[src/rtl/inst_fetch_unit.sv]
// Fetch stage: owns the PC, issues in-order word requests with credit-based flow control,
// buffers returned words for decode. Optional misaligned-redirect trap: FETCH_MISALIGN_EN.
module inst_fetch_unit #(
  parameter int                             WIDTH_INST_LENGTH = 32,
  parameter int                             WIDTH_ADDR_LENGTH = 32,
  parameter logic [WIDTH_ADDR_LENGTH-1:0]   RESET_PC          = 32'h0000_0000,
  parameter int                             BUF_DEPTH         = 2
) (
  input  logic                          clk,
  input  logic                          rst_n,
  output logic                          IMemReq,
  output logic [WIDTH_ADDR_LENGTH-1:0]  IMemAddr,
  input  logic                          IMemGnt,
  input  logic                          IMemRspValid,
  input  logic [WIDTH_INST_LENGTH-1:0]  IMemRspData,
  input  logic                          Redirect,
  input  logic [WIDTH_ADDR_LENGTH-1:0]  RedirectPC,
  output logic                          InstValid,
  input  logic                          InstReady,
  output logic [WIDTH_INST_LENGTH-1:0]  Inst,
  output logic [WIDTH_ADDR_LENGTH-1:0]  InstPC
`ifdef FETCH_MISALIGN_EN
  ,
  output logic                          InstMisalign
`endif
);

  localparam int                          PTR_W    = $clog2(BUF_DEPTH);
  localparam int                          CNT_W    = PTR_W + 1;
  localparam logic [CNT_W:0]              DEPTH_C  = (CNT_W+1)'(BUF_DEPTH);
  localparam logic [CNT_W-1:0]            CNT_ZERO = {CNT_W{1'b0}};
  localparam logic [CNT_W-1:0]            CNT_ONE  = CNT_W'(1);
  localparam logic [PTR_W-1:0]            PTR_ONE  = PTR_W'(1);
  localparam logic [WIDTH_ADDR_LENGTH-1:0] PC_STEP = WIDTH_ADDR_LENGTH'(4);
  localparam logic [WIDTH_ADDR_LENGTH-1:0] WORD_MASK = ~(WIDTH_ADDR_LENGTH'(3));

  logic [WIDTH_ADDR_LENGTH-1:0] reqPC_r;
  logic [WIDTH_ADDR_LENGTH-1:0] rspPC_r;
  logic [CNT_W-1:0]             outstanding_r;
  logic [CNT_W-1:0]             bufCount_r;
  logic [CNT_W-1:0]             dropCnt_r;
  logic [PTR_W-1:0]             wrPtr_r;
  logic [PTR_W-1:0]             rdPtr_r;
  logic [WIDTH_INST_LENGTH-1:0] bufInst_r [BUF_DEPTH];
  logic [WIDTH_ADDR_LENGTH-1:0] bufPC_r   [BUF_DEPTH];

  logic [WIDTH_ADDR_LENGTH-1:0] redirTarget_s;
  logic [CNT_W:0]               credit_s;
  logic [CNT_W-1:0]             rspDec_s;
  logic [CNT_W-1:0]             grantInc_s;
  logic [CNT_W-1:0]             pushInc_s;
  logic [CNT_W-1:0]             popDec_s;
  logic                         grant_s;
  logic                         push_s;
  logic                         pop_s;
  logic                         dropRsp_s;
  logic                         fetchHalt_s;

`ifdef FETCH_MISALIGN_EN
  logic misalign_r;
  logic redirMisalign_s;

  assign redirTarget_s   = RedirectPC;
  assign redirMisalign_s = (RedirectPC[1:0] != 2'b00);
  assign fetchHalt_s     = misalign_r;
  assign InstMisalign    = misalign_r;

  // Trap flag: set by a misaligned redirect, cleared only by an aligned one
  always_ff @(posedge clk or negedge rst_n) begin
    if (!rst_n) begin
      misalign_r <= 1'b0;
    end else if (Redirect) begin
      misalign_r <= redirMisalign_s;
    end
  end
`else
  assign redirTarget_s = RedirectPC & WORD_MASK;
  assign fetchHalt_s   = 1'b0;
`endif

  // Request credit, handshake qualifiers and counter deltas
  always_comb begin
    credit_s   = {1'b0, outstanding_r} + {1'b0, bufCount_r};
    IMemReq    = !Redirect && (credit_s < DEPTH_C) && (dropCnt_r == CNT_ZERO) && !fetchHalt_s;
    IMemAddr   = reqPC_r;
    grant_s    = IMemReq && IMemGnt;
    // A response in a redirect cycle belongs to the old stream, as do DropCnt ones
    dropRsp_s  = IMemRspValid && (Redirect || (dropCnt_r != CNT_ZERO));
    push_s     = IMemRspValid && !dropRsp_s;
    pop_s      = InstValid && InstReady && !Redirect;
    rspDec_s   = IMemRspValid ? CNT_ONE : CNT_ZERO;
    grantInc_s = grant_s      ? CNT_ONE : CNT_ZERO;
    pushInc_s  = push_s       ? CNT_ONE : CNT_ZERO;
    popDec_s   = pop_s        ? CNT_ONE : CNT_ZERO;
  end

  assign InstValid = (bufCount_r != CNT_ZERO) && !fetchHalt_s;
  assign Inst      = bufInst_r[rdPtr_r];
  assign InstPC    = bufPC_r[rdPtr_r];

  // PCs, in-flight/drop accounting and FIFO pointers; redirect overrides everything
  always_ff @(posedge clk or negedge rst_n) begin
    if (!rst_n) begin
      reqPC_r       <= RESET_PC;
      rspPC_r       <= RESET_PC;
      outstanding_r <= CNT_ZERO;
      bufCount_r    <= CNT_ZERO;
      dropCnt_r     <= CNT_ZERO;
      wrPtr_r       <= {PTR_W{1'b0}};
      rdPtr_r       <= {PTR_W{1'b0}};
    end else if (Redirect) begin
      reqPC_r       <= redirTarget_s;
      rspPC_r       <= redirTarget_s;
      outstanding_r <= outstanding_r - rspDec_s;
      dropCnt_r     <= outstanding_r - rspDec_s;
      bufCount_r    <= CNT_ZERO;
      wrPtr_r       <= {PTR_W{1'b0}};
      rdPtr_r       <= {PTR_W{1'b0}};
    end else begin
      if (grant_s) begin
        reqPC_r <= reqPC_r + PC_STEP;
      end
      if (push_s) begin
        rspPC_r <= rspPC_r + PC_STEP;
        wrPtr_r <= wrPtr_r + PTR_ONE;
      end
      if (pop_s) begin
        rdPtr_r <= rdPtr_r + PTR_ONE;
      end
      if (dropRsp_s) begin
        dropCnt_r <= dropCnt_r - CNT_ONE;
      end
      outstanding_r <= outstanding_r + grantInc_s - rspDec_s;
      bufCount_r    <= bufCount_r + pushInc_s - popDec_s;
    end
  end

  // Buffer storage; cleared at reset so Inst/InstPC read zero before the first fetch
  always_ff @(posedge clk or negedge rst_n) begin
    if (!rst_n) begin
      for (int i = 0; i < BUF_DEPTH; i++) begin
        bufInst_r[i] <= {WIDTH_INST_LENGTH{1'b0}};
        bufPC_r[i]   <= {WIDTH_ADDR_LENGTH{1'b0}};
      end
    end else if (push_s) begin
      bufInst_r[wrPtr_r] <= IMemRspData;
      bufPC_r[wrPtr_r]   <= rspPC_r;
    end
  end

endmodule
[config.mk]
export PLATFORM = sky130hd
export DESIGN_NAME = inst_fetch_unit
export DESIGN_NICKNAME = d
export VERILOG_FILES = /design/src/rtl/inst_fetch_unit.sv
export SDC_FILE = /design/constraint.sdc
export NUM_CORES = 1
export LEC_CHECK = 0
export CAP_MARGIN = 20
export CORE_ASPECT_RATIO = 1.1
export CORE_MARGIN = 4
export CORE_UTILIZATION = 57
export CTS_CLUSTER_DIAMETER = 50
export DETAILED_ROUTE_END_ITERATION = 10
export PLACE_DENSITY = 0.86
export SETUP_SLACK_MARGIN = 0.4
export SLEW_MARGIN = 20
export SYNTH_ARGS = -nofsm -noshare
export SYNTH_HDL_FRONTEND = slang
export SYNTH_SLANG_ARGS = --single-unit
[constraint.sdc]
create_clock -name clk -period 6.63 [get_ports clk]
set_input_delay 1.326 -clock clk [delete_from_list [all_inputs] [get_ports clk]]
set_output_delay 1.326 -clock clk [all_outputs]
set_load 0.005 [all_outputs]
Word level (Yosys, flattened, before mapping)
Cells that the tools add are included.
{"block": "word_totals", "regBits": 200, "inputBits": 70, "output_inout_bits": 98, "elab_cells": 72}
{"block": "classes", "n_addsub": 11, "order_cmp": 4, "muxes": 26, "bitwise_logic": 2, "reduce_logical": 18}
{"operator": "$mux 32", "count": 11}
{"operator": "$bwmux 64", "count": 2}
{"operator": "$add 32x3->32 const B", "count": 2}
{"operator": "$demux 32 s1", "count": 1}
{"operator": "$reduce_bool 2->1", "count": 6}
{"operator": "$logic_and 1x1->1", "count": 8}
{"operator": "$mux 1", "count": 8}
{"operator": "$mux 2", "count": 4}
{"operator": "$sub 2x1->2", "count": 3}
{"operator": "$add 2x1->2", "count": 2}
{"operator": "$ge 2x2->1 const B", "count": 2}
{"operator": "$not 1->2", "count": 2}
{"operator": "$add 2x2->3", "count": 1}
{"operator": "$lt 3x2->1 const B", "count": 1}
{"operator": "$add 1x1->1 const B", "count": 2}
{"operator": "$logic_not 1->1", "count": 2}
{"operator": "$logic_not 2->1", "count": 1}
{"operator": "$lt 2x1->1 const B", "count": 1}
{"operator": "$sub 2x1->2 const B", "count": 1}
{"operator": "$logic_or 1x1->1", "count": 1}

Depth between registers and ports, before layout
Gate-level depths: netlist (run 1).
{"block": "logic_depth", "depth_word": 9, "ltp_mapped": 13, "depth_no_buf": 11}

Worst setup path before layout (run 1)
OpenSTA, ideal clock, no wires.
{"block": "synth_timing", "path_type": "input to register", "start": "input Redirect", "end": "register outstanding_r[1]", "setup_time_ps": 79, "arrival_ps": 3127, "required_time_ps": 6551, "setup_slack_ps": 3423, "stages": 11, "n_path_buf": 2, "path_cell_list": "nor4b_2 > and2_1 > buf_4 > inv_1 > clkbuf_1 > ha_1 > inv_1 > ha_1 > xnor2_1 > o21ai_0 > xor2_1"}
{"block": "synth_via", "elab_chain_len": 8}
{"element": "from (decl)", "line_no": "16", "text": "input logic Redirect,"}
{"element": "$logic_not 1->1", "line_no": "84", "text": "IMemReq = !Redirect && (credit_s < DEPTH_C) && (dropCnt_r == CNT_ZERO) && !fetchHalt_s;"}
{"element": "$logic_and 1x1->1 (2 in series)", "line_no": "84"}
{"element": "$logic_and 1x1->1", "line_no": "86", "text": "grant_s = IMemReq && IMemGnt;"}
{"element": "$mux 1", "line_no": "92", "text": "grantInc_s = grant_s ? CNT_ONE : CNT_ZERO;"}
{"element": "$add 2x1->2", "line_no": "133", "text": "outstanding_r <= outstanding_r + grantInc_s - rspDec_s;"}
{"element": "$sub 2x1->2", "line_no": "133"}
{"element": "$mux 2 *", "line_no": "111", "text": "end else if (Redirect) begin"}
{"element": "to (signal assigned)", "line_no": "114", "text": "outstanding_r <= outstanding_r - rspDec_s;"}
{"element": "to (signal assigned)", "line_no": "133"}
{"element": "to (decl)", "line_no": "39", "text": "logic [CNT_W-1:0] outstanding_r;"}
Every way passes the cells marked *; elsewhere a longest branch is shown, timed or not.
A chain may end at the register's enable or synchronous reset.

Worst setup path after layout (run 1)
{"block": "layout_timing", "start": "register rdPtr_r", "end": "output InstPC[8]"}
{"block": "layout_via", "elab_chain_len": 4}
{"element": "from (decl)", "line_no": "43", "text": "logic [PTR_W-1:0] rdPtr_r;"}
{"element": "from (signal assigned)", "line_no": "110", "text": "rdPtr_r <= {PTR_W{1'b0}};"}
{"element": "from (signal assigned)", "line_no": "118", "text": "rdPtr_r <= {PTR_W{1'b0}};"}
{"element": "from (signal assigned)", "line_no": "128", "text": "rdPtr_r <= rdPtr_r + PTR_ONE;"}
{"element": "$not 1->2 (not written as such)", "line_no": "99", "text": "assign InstPC = bufPC_r[rdPtr_r];"}
{"element": "$mux 32 (not written as such) (3 in series)", "line_no": "99"}
{"element": "to (decl)", "line_no": "21", "text": "output logic [WIDTH_ADDR_LENGTH-1:0] InstPC"}
No other way between the ends. The select of a mux whose other input is x is not followed.

==> results of run 1 <==
==> metrics by stage <==
step,cells,power [mW]
global placement,1092,3.16
finish,1123,4.21
CTS,1123,4.25
global route,1123,4.47
floorplan,764,2.48
detailed placement,1092,3.22
==> final timing paths <==
| kind | startpoint | to | slack [ns] |
|---|---|---|---|
| max in group asynchronous | rst_n | bufInst_r[62] | 4.43 |
| max reg2reg | outstanding_r[0] | outstanding_r[1] | 2.62 |
| max | rdPtr_r | InstPC[8] | 2.57 |
| min | bufPC_r[8] | bufPC_r[8] | 0.50 |
| min in group asynchronous | rst_n | bufInst_r[33] | 0.92 |
| min reg2reg | bufPC_r[8] | bufPC_r[8] | 0.50 |
==> cell families (layout without fill, tap and decap cells) <==
logic type,Yosys count,after routing,synth area share
AOI/OAI and AO/OA,89,89,0.0602
xor gates and xnor gates,37,37,0.0355
adders and majority gates,9,9,0.0132
buffers and inverters,57,216,0.0269
DFF,192,192,0.527
muxes,188,188,0.232
other,1,4,0.000411
and+or+nand+nor,188,188,0.105
==> report_power, final <==
| group | switching (mW) | internal [mW] |
|---|---|---|
| registers | 0.244 | 1.54 |
| logic | 0.474 | 0.934 |
| clock network | 0.453 | 0.573 |
| total | 1.17 | 3.04 |
==> layout by cell type, fill, tap and decap left out, types with 2 or more instances in the layout <==
cell / n
nor4_1: 2
nand2_1: 61
o211ai_1: 16
inv_1: 16
nor4_4: 3
nor4_2: 2
clkinv_4: 5
mux2_2: 187
clkdlybuf4s50_1: 159
nand3_1: 36
xnor2_1: 7
a21oi_1: 9
o311ai_0: 11
and3_1: 7
xor2_1: 30
o21ai_0: 45
ha_1: 8
conb_1: 4
clkinvlp_4: 2
nand4_1: 22
clkbuf_16: 17
a31oi_1: 3
nand2b_1: 2
and2_1: 5
inv_6: 3
or4_1: 3
buf_4: 8
bufinv_16: 2
nor3_1: 8
nor2_1: 28
dfrtp_1: 191
a41oi_1: 2
==> routing by layer <==
layer / wire (µm) / global-route usage / vias to the layer above
met5: 0 / 0 / -
li1: - / - / 3026
met1: 9190 / 0.334 / 3271
met4: 482 / 0.0790 / 0
met2: 9780 / 0.381 / 263
met3: 1400 / 0.0466 / 30
==> registers in the layout (all words and copies together) (netlist names) <==
register and cells:
IMemAddr 30, bufCount_r 2, bufInst_r 64, bufPC_r 60, dropCnt_r 2, outstanding_r 2
rdPtr_r 1, rspPC_r 30, wrPtr_r 1
==> final cells by class <==
cell class	count	area share
Sequential cell	192	0.418
Multi-Input combinational cell	515	0.358
Timing Repair Buffer	169	0.145
Clock buffer	18	0.0382
Tap cell	200	0.0218
Clock inverter	13	0.0136
Inverter	16	0.00523
==> impl_metrics.env, run 1 <==
export IMPL_status="finished, final reports clean"
export IMPL_synth_distinct_cells=41
export IMPL_via_per_inst=5.87
export IMPL_maxCapViolCount=0
export IMPL_whs_ns=0.501
export IMPL_critPathTopFamily="buffers and inverters"
export IMPL_clk_latency_ns=0.43
export IMPL_fin_nets=990
export IMPL_vias=6590
export IMPL_rows=48
export IMPL_synth_common_cells="dfrtp_1, mux2_2, nand2_1, o21ai_0, nand3_1"
export IMPL_place_area_mm2=0.0109
export IMPL_async_flop_share=1.00
export IMPL_skew_ns=0.00934
export IMPL_avgSynthCellArea_um2=12.0
export IMPL_tightest_slew_ns=0.984
export IMPL_diodes=0
export IMPL_preCtsSetupSlack_ns=2.24
export IMPL_worstPathCellList="buf_4, mux2_2, clkdlybuf4s50_1"
export IMPL_clk_pin_slew_ns=0.06
export IMPL_vdd_ir_drop_worst_mv=0.192
export IMPL_powerDensity_mw_per_mm2=367
export IMPL_n_fill_cell=1087
export IMPL_syn_area_mm2=0.00912
export IMPL_grt_overflow=0
export IMPL_cts_tree="yes"
export IMPL_htreeDepth=4
export IMPL_synth_area_leaders="dfrtp_1, mux2_2, xor2_1"
export IMPL_core_mm2=0.0157
export IMPL_crit_slowest_cell="dfrtp_2"
export IMPL_crit_type="reg2out"
export IMPL_startpoint_type="flop"
export IMPL_grt_pass1_vias=6852
export IMPL_hold_path_class="reg2reg"
export IMPL_critPathMaxStageDelay_ns=0.90
export IMPL_drive_above_1_share=0.261
export IMPL_yosysSeqAreaShare=0.527
export IMPL_routabilityCongestion=0.886
export IMPL_grt_pass1_wl_mm=34.7
export IMPL_grt_setup_unrepaired="false"
export IMPL_ant_nets=0
export IMPL_synth_flop_cell="dfrtp_1"
export IMPL_final_max_slew_viol_count=0
export IMPL_die_x_um=129
export IMPL_yosysWarnings=0
export IMPL_final_setup_viol_count=0
export IMPL_synth_top_cell_area_share=0.527
export IMPL_multiInputGateArea_mm2=0.00411
export IMPL_root_buffer="clkbuf_16"
export IMPL_hpwl_mm=14.2
export IMPL_area_delta_synth_final_pct=26.0
export IMPL_die_h_um=141
export IMPL_post_drt_wl_per_cell_um=18.6
export IMPL_finalHoldViolCount=0
export IMPL_worst_path_buf_inv=2
export IMPL_max_freq_mhz=246
export IMPL_period_share=0.612
export IMPL_r2r_cells=11
export IMPL_dieArea_mm2=0.0181
export IMPL_hold_path_depth=1
export IMPL_synth_most_common_cell="dfrtp_1"
export IMPL_design_area_mm2=0.0115
export IMPL_antenna_found_initial=0
export IMPL_end_kind="output pin"
export IMPL_postCtsSetupBuffers=0
export IMPL_first_pass_iters=5
export IMPL_start_util=0.582
export IMPL_drcViolationCount=0
export IMPL_power_leakage_nw=4.93
export IMPL_slew_headroom=0.342
export IMPL_cp_arrival_ns=2.73
export IMPL_first_iter_violations=472
export IMPL_synth_edf_count=0
export IMPL_cp_depth=3
export IMPL_setup_tns_final_ns=0
export IMPL_cts_num_sinks=192
export IMPL_yosys_area_top_type="dfrtp_1"
export IMPL_io_pins=168
export IMPL_clock_path_buffers=2
export IMPL_utilization=0.733
export IMPL_syn_inst=761
export IMPL_track_usage=0.240
export IMPL_hold_buffers=0
export IMPL_ys_seq_elements=192
export IMPL_fin_crit_ns=4.06
export IMPL_path_max_fanout=33
export IMPL_cts_resized=0
export IMPL_cts_buffers_inserted=17
export IMPL_portBuffers=161
export IMPL_regArea_mm2=0.00481
export IMPL_crit_required_ns=5.30
export IMPL_grt_start_max_net_pins=78
export IMPL_setup_ws_ns=2.57
export IMPL_routed_wl_mm=20.9
Note: power is estimated with default switching activity, not from simulation.
==> inputs of run 2 (changes only) <==
- CORE_UTILIZATION: 57 -> 48
- PLACE_DENSITY: 0.86 -> 0.77
- clock period: 6.63 -> 3.7 ns (I/O delays scaled with it)
==> run 2 against run 1 <==
  * Sequential power is 79% higher
  * Sequential share of layout area is 0.67 points lower
  * Cell count is 4.9% higher
  * Register-to-register slack worse by 1.7 ns
  * Hold slack worse by 0.15 ns
  * Flip-flop and latch count stayed put
  * Total power is 81% higher
  * Worst setup slack worse by 2.0 ns
  * Die area is 18% higher
  * Critical endpoint is now IMemReq
  * Largest cell class unchanged
==> impl_metrics.env, run 2 (synthesis gave the netlist of run 1 again) <==
export IMPL_r2r_cells=8
export IMPL_setup_tns_final_ns=0
export IMPL_whs_ns=0.355
export IMPL_routabilityCongestion=0.881
export IMPL_finalHoldViolCount=0
export IMPL_first_pass_iters=5
export IMPL_start_util=0.492
export IMPL_skew_ns=0.00805
export IMPL_n_fill_cell=1513
export IMPL_crit_required_ns=2.96
export IMPL_hold_path_class="in2async"
export IMPL_tightest_slew_ns=1.06
export IMPL_drcViolationCount=0
export IMPL_die_x_um=139
export IMPL_power_mw=7.64
export IMPL_powerDensity_mw_per_mm2=655
export IMPL_ant_nets=0
export IMPL_vias=6581
export IMPL_mostFrequentLayoutCells="dfrtp_1, mux2_2, clkdlybuf4s50_1, nand2_1, o21ai_0"
export IMPL_fin_nets=1001
export IMPL_slew_headroom=0.285
export IMPL_core_mm2=0.0185
export IMPL_cts_tree="yes"
export IMPL_largest_registers="bufInst_r (64), bufPC_r (60)"
export IMPL_fin_crit_ns=3.13
export IMPL_root_buffer="clkbuf_16"
export IMPL_cts_buffers_inserted=17
export IMPL_drive_above_1_share=0.271
export IMPL_largest_reg_flops=64
export IMPL_grt_pass1_vias=6797
export IMPL_startpoint_type="flop"
export IMPL_cp_arrival_ns=2.39
export IMPL_grt_overflow=0
export IMPL_end_kind="output pin"
export IMPL_post_drt_wl_per_cell_um=17.8
export IMPL_r2r_setup_slack_ns=0.93
export IMPL_grt_setup_unrepaired="false"
export IMPL_clock_path_buffers=2
export IMPL_status="finished, final reports clean"
export IMPL_dieArea_mm2=0.0213
export IMPL_final_setup_viol_count=0
export IMPL_cts_num_sinks=192
export IMPL_clk_pin_slew_ns=0.07
export IMPL_diodes=0
export IMPL_via_per_inst=5.59
export IMPL_antenna_found_initial=0
export IMPL_grt_start_max_net_pins=95
export IMPL_clk_latency_ns=0.43
export IMPL_first_iter_violations=406
export IMPL_dp_cells=1146
export IMPL_htreeDepth=4
export IMPL_io_pins=168
export IMPL_final_max_slew_viol_count=0
export IMPL_crit_type="reg2out"
export IMPL_final_common_cell="dfrtp_1"
export IMPL_fin_cells=1178
export IMPL_routed_wl_mm=20.9
export IMPL_utilization=0.630
export IMPL_track_usage=0.200
export IMPL_postCtsSetupBuffers=0
export IMPL_area_delta_synth_final_pct=28.1
export IMPL_portBuffers=161
export IMPL_period_share=0.846
export IMPL_path_max_fanout=3
export IMPL_r2r_end="IMemAddr[23]"
export IMPL_die_h_um=153
export IMPL_maxCapViolCount=0
export IMPL_grt_pass1_wl_mm=34.9
export IMPL_vdd_ir_drop_worst_mv=0.359
export IMPL_hpwl_mm=14.9
export IMPL_max_freq_mhz=319
export IMPL_top_register="bufInst_r"
export IMPL_rows=52
export IMPL_r2r_start="outstanding_r[0]"
export IMPL_power_leakage_nw=4.99
[run 2: changes by cell type in the layout (fill, tap and decap cells not counted)]
cell,delta
buf_4,+9
buf_12,+2
clkinv_4,-2
buf_6,-1
bufinv_16,+1
clkbuf_8,+1
clkinv_2,+1
clkinvlp_4,+1
inv_6,+1
inv_8,-1
nor4_2,+1
nor4_4,-1
nor4b_2,-1
nor4b_4,+1
[run 2: power by group]
group | internal [mW] | total (mW) | switching (mW)
sequential | 2.76 | 3.18 | 0.426
combinational | 1.70 | 2.56 | 0.860
clock | 1.09 | 1.90 | 0.803
total | 5.55 | 7.64 | 2.09
[run 2: through the flow]
step / setup slack (ns) / instance area [µm²]
6_report: 0.568 / 11700
5_1_grt: 0.477 / 11700
4_1_cts: 0.483 / 11700
3_5_place_dp: 0.629 / 11000
3_3_place_gp: 0.671 / 11000
2_1_floorplan: 0.851 / 9130
[run 2: worst max path at each step]
stage | from | to
floorplan | outstanding_r[0] | outstanding_r[1]
global placement | IMemRspValid | bufPC_r[46]
detailed placement | IMemRspValid | bufPC_r[52]
CTS | outstanding_r[0] | IMemReq
global route | outstanding_r[0] | IMemReq
finish | outstanding_r[0] | IMemReq
[run 2: cell type report]
class	count	area [µm²]	share of cell area
Tap cell	243	304	0.0260
Clock inverter	14	179	0.0153
Sequential cell	192	4810	0.412
Clock buffer	18	439	0.0376
Inverter	16	60.1	0.00514
Timing Repair Buffer	180	1780	0.152
Multi-Input combinational cell	515	4110	0.352
[run 2: routing by layer]
layer  part of all wire  track usage  vias up
met5                  0            0        -
li1                   -            -     3058
met2               0.47        0.312      266
met4              0.015       0.0610        0
met1               0.45        0.280     3236
met3              0.068       0.0474       21
[run 2: timing repair]
action,in CTS,in global routing
gates resized for setup,0,1
hold buffers,0,0
setup endpoints to repair,0,1
[run 2: worst max-delay path, stage by stage, from the launching register on]
cell and delay [ns]:
dfrtp_1 0.40, and2_1 0.17, fa_1 0.47, nor4b_4 0.36, clkdlybuf4s50_1 0.56
